<file path="src/rtl/mmio_uart_bridge.sv">
// mmio_uart_bridge: sits between the core's data port and the data SRAM.
// Accesses to 0xF000-0xFFFF are served locally: a byte TX FIFO feeding an
// 8N1 transmitter, a status register, a baud divisor and a cycle counter.
// Everything else passes straight through to the SRAM.
// Optional feature: define MMIO_CYCLE_CNT_EN to build the CYCLE counter;
// without it CYCLE reads 0 and ignores writes.
module mmio_uart_bridge #(
  parameter int          FIFO_DEPTH  = 8,
  parameter logic [15:0] DEFAULT_DIV = 16'd434
) (
  input  logic        clk,
  input  logic        rst,
  input  logic [15:0] dm_addr,
  input  logic [3:0]  dm_w_en,
  input  logic [31:0] dm_write_data,
  output logic [31:0] dm_read_data,
  input  logic        halt,
  output logic [15:0] sram_addr,
  output logic [3:0]  sram_w_en,
  output logic [31:0] sram_write_data,
  input  logic [31:0] sram_read_data,
  output logic        tx,
  output logic        tx_busy
);

  localparam int AW = $clog2(FIFO_DEPTH);
  localparam logic [AW:0] PTR_ONE  = {{AW{1'b0}}, 1'b1};
  localparam logic [AW:0] PTR_ZERO = {(AW + 1){1'b0}};

  typedef enum logic [1:0] {
    ST_IDLE  = 2'd0,
    ST_START = 2'd1,
    ST_DATA  = 2'd2,
    ST_STOP  = 2'd3
  } tx_state_t;

  // Decode and strobes
  logic        mmio_s;
  logic [1:0]  reg_idx_s;
  logic        push_req_s;
  logic        ovf_clr_s;
  logic        div_wr_s;
  logic        addr_unused_s;

  // FIFO
  logic [AW:0] wr_ptr_r;
  logic [AW:0] rd_ptr_r;
  logic [AW:0] wr_ptr_nxt_s;
  logic [AW:0] rd_ptr_nxt_s;
  logic [7:0]  fifo_mem_r [FIFO_DEPTH];
  logic [7:0]  head_s;
  logic        fifo_empty_s;
  logic        fifo_full_s;
  logic        push_ok_s;
  logic        pop_s;
  logic        ovf_set_s;
  logic        ovf_r;

  // Baud divisor and transmitter
  logic [15:0] div_r;
  tx_state_t   state_r;
  logic [7:0]  shift_r;
  logic [2:0]  bit_idx_r;
  logic [15:0] cnt_r;
  logic        bit_end_s;
  logic        frame_end_s;
  logic        tx_r;
  logic        busy_r;
  logic        busy_nxt_s;

  // Register read path
  logic [31:0] cycle_s;
  logic [31:0] reg_val_s;

  // Window decode and per-register write strobes for the current access.
  always_comb begin
    mmio_s        = (dm_addr[15:12] == 4'hF);
    reg_idx_s     = dm_addr[3:2];
    push_req_s    = mmio_s && (reg_idx_s == 2'd0) && dm_w_en[0];
    ovf_clr_s     = mmio_s && (reg_idx_s == 2'd1) && dm_w_en[0] && dm_write_data[0];
    div_wr_s      = mmio_s && (reg_idx_s == 2'd3) && (dm_w_en[1:0] == 2'b11);
    addr_unused_s = ^{dm_addr[11:4], dm_addr[1:0]};
  end

  // FIFO status, push/pop arbitration and next-cycle busy flag.
  always_comb begin
    fifo_empty_s = (wr_ptr_r == rd_ptr_r);
    fifo_full_s  = (wr_ptr_r[AW] != rd_ptr_r[AW]) &&
                   (wr_ptr_r[AW-1:0] == rd_ptr_r[AW-1:0]);
    head_s       = fifo_mem_r[rd_ptr_r[AW-1:0]];
    bit_end_s    = (cnt_r == 16'd1);
    frame_end_s  = (state_r == ST_STOP) && bit_end_s;
    // The transmitter takes a new byte when idle, or straight out of the
    // last stop-bit cycle so queued frames run back to back.
    pop_s        = !fifo_empty_s && ((state_r == ST_IDLE) || frame_end_s);
    // A push into a full FIFO still fits if a pop frees a slot at the same edge.
    push_ok_s    = push_req_s && (!fifo_full_s || pop_s);
    ovf_set_s    = push_req_s && fifo_full_s && !pop_s;
    wr_ptr_nxt_s = push_ok_s ? (wr_ptr_r + PTR_ONE) : wr_ptr_r;
    rd_ptr_nxt_s = pop_s ? (rd_ptr_r + PTR_ONE) : rd_ptr_r;
    busy_nxt_s   = pop_s ||
                   ((state_r != ST_IDLE) && !frame_end_s) ||
                   (wr_ptr_nxt_s != rd_ptr_nxt_s);
  end

  // FIFO pointers, sticky overflow flag and baud divisor.
  always_ff @(posedge clk or negedge rst) begin
    if (!rst) begin
      wr_ptr_r <= PTR_ZERO;
      rd_ptr_r <= PTR_ZERO;
      ovf_r    <= 1'b0;
      div_r    <= DEFAULT_DIV;
    end else begin
      wr_ptr_r <= wr_ptr_nxt_s;
      rd_ptr_r <= rd_ptr_nxt_s;
      if (ovf_set_s) begin
        ovf_r <= 1'b1;
      end else if (ovf_clr_s) begin
        ovf_r <= 1'b0;
      end else begin
        ovf_r <= ovf_r;
      end
      if (div_wr_s) begin
        div_r <= (dm_write_data[15:0] == 16'd0) ? 16'd1 : dm_write_data[15:0];
      end else begin
        div_r <= div_r;
      end
    end
  end

  // FIFO storage; contents are meaningless once the pointers are reset.
  always_ff @(posedge clk) begin
    if (push_ok_s) begin
      fifo_mem_r[wr_ptr_r[AW-1:0]] <= dm_write_data[7:0];
    end
  end

  // 8N1 transmitter: start bit, 8 data bits LSB first, stop bit, div cycles each.
  always_ff @(posedge clk or negedge rst) begin
    if (!rst) begin
      state_r   <= ST_IDLE;
      shift_r   <= 8'h00;
      bit_idx_r <= 3'd0;
      cnt_r     <= 16'd0;
      tx_r      <= 1'b1;
      busy_r    <= 1'b0;
    end else begin
      busy_r <= busy_nxt_s;
      case (state_r)
        ST_IDLE: begin
          if (pop_s) begin
            shift_r <= head_s;
            cnt_r   <= div_r;
            tx_r    <= 1'b0;
            state_r <= ST_START;
          end else begin
            tx_r    <= 1'b1;
          end
        end
        ST_START: begin
          if (bit_end_s) begin
            cnt_r     <= div_r;
            bit_idx_r <= 3'd0;
            tx_r      <= shift_r[0];
            state_r   <= ST_DATA;
          end else begin
            cnt_r <= cnt_r - 16'd1;
          end
        end
        ST_DATA: begin
          if (bit_end_s) begin
            cnt_r <= div_r;
            if (bit_idx_r == 3'd7) begin
              tx_r    <= 1'b1;
              state_r <= ST_STOP;
            end else begin
              bit_idx_r <= bit_idx_r + 3'd1;
              shift_r   <= {1'b0, shift_r[7:1]};
              tx_r      <= shift_r[1];
            end
          end else begin
            cnt_r <= cnt_r - 16'd1;
          end
        end
        ST_STOP: begin
          if (bit_end_s) begin
            if (pop_s) begin
              shift_r <= head_s;
              cnt_r   <= div_r;
              tx_r    <= 1'b0;
              state_r <= ST_START;
            end else begin
              tx_r    <= 1'b1;
              state_r <= ST_IDLE;
            end
          end else begin
            cnt_r <= cnt_r - 16'd1;
          end
        end
        default: begin
          tx_r    <= 1'b1;
          state_r <= ST_IDLE;
        end
      endcase
    end
  end

`ifdef MMIO_CYCLE_CNT_EN
  logic [31:0] cycle_r;
  logic        cyc_wr_s;

  // CYCLE write strobe: only a full-word store replaces the counter.
  always_comb begin
    cyc_wr_s = mmio_s && (reg_idx_s == 2'd2) && (dm_w_en == 4'b1111);
  end

  // Free-running cycle counter, frozen while the core is halted.
  always_ff @(posedge clk or negedge rst) begin
    if (!rst) begin
      cycle_r <= 32'h0000_0000;
    end else if (cyc_wr_s) begin
      cycle_r <= dm_write_data;
    end else if (!halt) begin
      cycle_r <= cycle_r + 32'd1;
    end else begin
      cycle_r <= cycle_r;
    end
  end

  assign cycle_s = cycle_r;
`else
  logic cyc_unused_s;

  assign cycle_s      = 32'h0000_0000;
  assign cyc_unused_s = ^{halt, dm_write_data[31:16]};
`endif

  // Load data: local register inside the window, SRAM data elsewhere.
  always_comb begin
    reg_val_s = 32'h0000_0000;
    case (reg_idx_s)
      2'd0:    reg_val_s = 32'h0000_0000;
      2'd1:    reg_val_s = {28'h000_0000, busy_r, fifo_full_s, fifo_empty_s, ovf_r};
      2'd2:    reg_val_s = cycle_s;
      2'd3:    reg_val_s = {16'h0000, div_r};
      default: reg_val_s = 32'h0000_0000;
    endcase
    dm_read_data = mmio_s ? reg_val_s : sram_read_data;
  end

  assign sram_addr       = dm_addr;
  assign sram_w_en       = mmio_s ? 4'b0000 : dm_w_en;
  assign sram_write_data = dm_write_data;
  assign tx              = tx_r;
  assign tx_busy         = busy_r;

endmodule

</file>
<file path="config.mk">
export PLATFORM = sky130hd
export DESIGN_NAME = mmio_uart_bridge
export DESIGN_NICKNAME = d
export VERILOG_FILES = /design/src/rtl/mmio_uart_bridge.sv
export SDC_FILE = /design/constraint.sdc
export NUM_CORES = 1
export LEC_CHECK = 0
export ABC_CLOCK_PERIOD_IN_PS = 3950
export CORE_MARGIN = 2
export CORE_UTILIZATION = 60
export CTS_CLUSTER_SIZE = 25
export DETAILED_ROUTE_END_ITERATION = 8
export DONT_BUFFER_PORTS = 1
export GPL_ROUTABILITY_DRIVEN = 0
export GPL_TIMING_DRIVEN = 0
export MAX_ROUTING_LAYER = met4
export PLACE_DENSITY = 0.76
export SETUP_SLACK_MARGIN = 0.15
export SLEW_MARGIN = 40
export SYNTH_ARGS = -nofsm -noshare
export SYNTH_HDL_FRONTEND = slang
export SYNTH_SLANG_ARGS = --single-unit
export TNS_END_PERCENT = 5
</file>
<file path="constraint.sdc">
create_clock -name clk -period 3.95 [get_ports clk]
set_input_delay 0.79 -clock clk [delete_from_list [all_inputs] [get_ports clk]]
set_output_delay 0.79 -clock clk [all_outputs]
set_load 0.05 [all_outputs]
</file>
* Word level (Yosys, flattened, before mapping) *
Memory sizes are Yosys's and may differ from the RTL's.
Cells that the tools add are included.

word-level totals
  bits in writable memories = 64
  word-level logic and storage cells = 106
  bits in registers = 56
  memories kept = 1
  input port bits = 87

operators by class
  mux-type cells = 36
  $add $sub $neg = 4
  eq/ne operators = 20
  reduce and logical (&&, ||, !) cells = 35

memory list
  name        words  width  read ports  clocked after memory_dff  wr ports  RTL line  source
  fifo_mem_r  8      8      1           0                         1         50        logic [7:0] fifo_mem_r [FIFO_DEPTH];

operator list
  kind                                                  number
  case mux 32 bit (3 select lines)                      1
  2-to-1 mux 16 bit                                     4
  case mux 16 bit (3 select lines)                      1
  2-to-1 mux 32 bit                                     1
  2-to-1 mux 8 bit                                      4
  case mux 8 bit (3 select lines)                       1
  equality test 16 x 1 -> 1 bit, second input constant  1
  zero test 16 bit                                      1
  subtractor 16 x 1 -> 16 bit, second input constant    1
  logical AND 1 bit                                     14
  2-to-1 mux 4 bit                                      3
  != test 2 bit, second input constant                  6
  equality test 2 bit, second input constant            5
  2-to-1 mux 1 bit                                      10
  2-to-1 mux 2 bit                                      5
  2-to-1 mux 3 bit                                      3
  adder 4 x 1 -> 4 bit, second input constant           2
  case mux 2 bit (4 select lines)                       1
  AND reduction 4 bit                                   2
  case mux 3 bit (2 select lines)                       1
  nonzero test 2 bit                                    3
  AND reduction 5 bit                                   1
  equality test 2 x 1 -> 1 bit, second input constant   2
  equality test 4 bit                                   1
  13 further kinds                                      21

* Longest topological paths before layout *
  depth in word-level cells = 9
  gate-level depth with buffers = 9
  mapped depth without buffers = 7

* Least setup slack after synthesis *
OpenSTA, ideal clock, no wires.

  path type = register -> output
  start = register rd_ptr_r[1]
  end = output dm_read_data[1]
  data arrival time = 2230 ps
  required time = 3160 ps
  cell stages (with the launch flop) = 8
  slack = 930 ps
  path through = dfrtp_1 > buf_2 > xnor2_1 > nand4b_1 > buf_2 > nor2_1 > a21oi_1 > o21ai_0

on the way
  word-level cells in the longest chain between the ends = 3

ends and longest elaborated chain
  what                              RTL line  source
  start, declared                   47        logic [AW:0] rd_ptr_r;
  start signal, assigned            115       rd_ptr_r <= rd_ptr_nxt_s;
  equality test 4 bit               87        fifo_empty_s = (wr_ptr_r == rd_ptr_r);
  case mux 32 bit (3 select lines)  241       case (reg_idx_s)
  2-to-1 mux 32 bit                 248       dm_read_data = mmio_s ? reg_val_s : sram_read_data;
  end, declared                     16        output logic [31:0] dm_read_data,

No other way between the ends. The select of a mux whose other input is x is not followed.

* Worst setup path in the final report *
  start = register cnt_r[2]
  end = memory fifo_mem_r[1][3], enable pin

on the way
  word-level cells in the longest chain between the ends = 8

ends and longest elaborated chain
  what                                    RTL line  source
  start, declared                         64        logic [15:0] cnt_r;
  start signal, assigned                  153       cnt_r <= div_r;
  start signal, assigned                  162       cnt_r <= div_r;
  start signal, assigned                  167       cnt_r <= cnt_r - 16'd1;
  equality test 16 x 1 -> 1 bit           91        bit_end_s = (cnt_r == 16'd1);
  logical AND 1 bit                       92        frame_end_s = (state_r == ST_STOP) && bit_end_s;
  logical OR 1 bit                        95        pop_s = !fifo_empty_s && ((state_r == ST_IDLE) || frame_end_s);
  logical AND 1 bit                       95
  logical OR 1 bit                        97        push_ok_s = push_req_s && (!fifo_full_s || pop_s);
  logical AND 1 bit                       97
  2-to-1 mux 1 bit                        133       if (push_ok_s) begin
  2-to-1 mux 1 bit (implied by the code)  134       fifo_mem_r[wr_ptr_r[AW-1:0]] <= dm_write_data[7:0];
  end, declared                           50

No other way between the ends.

==> flow_summary.ini <==
[worst_setup_path]
path_cells = nor4_4, and4_1, buf_6, a311oi_2, or4_4, nor3_2
path_class = register to register
critPathMaxFanout = 8
cp-end-kind = register
slowest_delay_ps = 660
cp_slowest_cell = nor3_2
r2r_cells = 6
critical_path_required_ps = 4000
cp-start-kind = register
crit_arrival_ps = 3170

[finish]
design_area_um2 = 7590
fin_cells = 753
drive_gt1_share_pct = 26.3
syn_to_final_growth_pct = 12.2
nNetsFinal = 697
fill_cells = 771

[placed_design]
dp_slack_ps = 864
dpl_cell_area_um2 = 6960
io_buffers = 0
dp.cells = 720
hpwl_um = 11600

[global_route]
grt_pass1_vias = 4781
grt_use_total_pct = 30.7
grt_overflow = 0
grt_antenna_before_repair = 1
grt_max_degree = 57
grt_pass1_wl_um = 26300

[run]
cap_violations = 0

[synth]
async_flop_share_pct = 46.7
synth_top_area_share_pct = 28.4
ys_seq_area_share_pct = 49.2
avgSynthCellArea_um2 = 11.7
ys.flop_type = edfxtp_1
syn-num-nets = 678
synthesis.area_um2 = 6770
synth_edf_count = 64
synthCells = 580
yosysTopAreaCell = edfxtp_1
yosysWarnings = 0
synth.distinct_cells = 69
ys_ff_latch = 120
synthTopCellsByArea = edfxtp_1 (28%), dfrtp_1 (18%), buf_4 (5.7%), mux4_2 (5.3%), mux2_2 (4.2%)

[floorplan]
core_um2 = 10900
die_h_um = 110
ios = 173
dieArea_um2 = 12100
initial_core_util_pct = 61.9
num_rows = 38
die_w_um = 110

[timing]
period_minus_slack_ps = 3120
setup_violations = 0
rsz0062_at_grt = no
min_period_over_period_pct = 79.1
max_freq_mhz = 320
clock_skew_ps = 8.27
timing.final.ws_setup_ps = 826
max_slew_margin_pct = 45.5
finalSetupTns_ps = 0
finalMaxSlewViolations = 0
final-hold-violation-count = 0
timing_worst_slew_pin_value_ps = 815

[pwr]
pwr_density_cell_nw_per_um2 = 751
p_leak_nw = 2.93
p_total_mw = 5.70
max-vdd-ir-drop_v = 0.000397

[routing]
via_per_inst = 6.60
vias = 4971
drtAntennaViolNets = 0
wire_per_inst_um = 22.7
wirelength_um = 17100
drt-initial-drc-count = 492
dr.pass1.iters = 5
drc = 0

[cts]
cts_hold_buf = 0
clockBufferDepth = 2
cts_tree = done
clock_latency_ps = 420
cts.sinks = 120
cts_setup_buffers = 0
cts_buffers = 17
cts_root_buf = clkbuf_16
clkTransAtPathRegs_ps = 60
post_cts_resized = 0
h-tree-depth = 4

[worst_hold_path]
holdCritPathClass = input pin to asynchronous set/reset pin

[status]
status = finished clean
==> flip-flops by register name, indices dropped and copies added, names as in the netlist <==
| signal | flops |
|---|---|
| fifo_mem_r | 64 |
| cnt_r | 16 |
| div_r | 16 |
| shift_r | 8 |
| rd_ptr_r | 4 |
| wr_ptr_r | 4 |
| bit_idx_r | 3 |
| state_r | 2 |
| ovf_r | 1 |
| tx | 1 |
| tx_busy | 1 |
==> layer usage <==
layer  share of wire, %  up-vias  GRT usage [%]
li1                   -     2152              -
met1                 39     2425           40.2
met2                 50      364           48.4
met3                 10       30           7.29
met4                1.4        0           9.02
met5                  0        -              -
==> metrics by stage <==
step / hold slack (ps) / utilization (%)
4_1_cts: 58.8 / 69.4
3_5_place_dp: 487 / 63.7
5_1_grt: 50.1 / 69.4
3_3_place_gp: 476 / 63.5
2_1_floorplan: 460 / -
6_report: 69.3 / 69.4
==> worst paths after layout <==
path	end	startpoint	slack [ps]
worst max-delay path	fifo_mem_r[1][3]$_DFFE_PP_	cnt_r[2]$_DFF_PN0_	830
worst min-delay path	bit_idx_r[2]$_DFFE_PN0P_	rst	70
worst max register to register	fifo_mem_r[1][3]$_DFFE_PP_	cnt_r[2]$_DFF_PN0_	830
worst min register to register	shift_r[4]$_DFFE_PN0P_	shift_r[4]$_DFFE_PN0P_	510
max in group asynchronous	div_r[1]$_DFFE_PN1P_	rst	3670
min in group clk	fifo_mem_r[2][7]$_DFFE_PP_	dm_write_data[7]	470
==> synthesized netlist by cell type, types with 4 or more instances <==
master    instances
edfxtp_1         64
nand2_1          54
buf_4            51
dfrtp_1          50
o21ai_0          29
nor2_1           28
mux2_2           25
a21oi_1          23
and2_1           21
a22o_1           20
clkbuf_1         18
mux2i_1          16
mux4_2           16
nor3_1           13
xnor2_1          12
ha_1             11
buf_6             8
inv_1             7
nor4_1            7
xor2_1            7
dfstp_2           6
nand4_1           6
a32oi_1           5
or3_1             5
a221oi_1          4
buf_2             4
nand3_1           4
o21a_1            4
==> area by class of cell <==
type	count	area (um2)	share of cell area, %
antenna	1	2.50	0.0330
buffer	85	587	7.73
clock buffer	18	429	5.66
clock inverter	14	195	2.57
inverter	8	30.0	0.396
multi-input combinational	367	2840	37.4
sequential	120	3330	43.9
tap	140	175	2.31
==> layout by cell type (no fill, tap or decap), drive strengths merged, types with 23 or more instances in the layout <==
cell / count
nand2: 55
edfxtp: 64
a21oi: 23
buf: 67
clkbuf: 36
nor2: 28
o21ai: 29
dfrtp: 50
mux2: 25
and2: 23
==> report_power, final <==
group / leakage [nW] / internal [mW] / switching (mW)
clock: 0.295 / 1.06 / 0.586
sequential: 1.28 / 1.52 / 0.224
combinational: 1.36 / 0.944 / 1.37
==> cells by family after synthesis <==
logic type | after synthesis | share of synthesized area, %
adder cells (fa/ha/maj) | 11 | 2.03
XOR/XNOR | 19 | 2.46
flip-flops | 120 | 49.2
AND/OR/NAND/NOR | 161 | 12.7
multiplexers | 57 | 11.9
buffers and inverters | 93 | 9.12
AO/OA/AOI/OAI | 119 | 12.7
==> critical path: cells and delay by family (launching register included) <==
kind / cells / cell delay, ps
buffers and inverters: 1 / 130
AOI/OAI and AO/OA: 1 / 160
and+or+nand+nor: 4 / 1990
DFF: 1 / 470
Power figures use the tool's default switching activity.
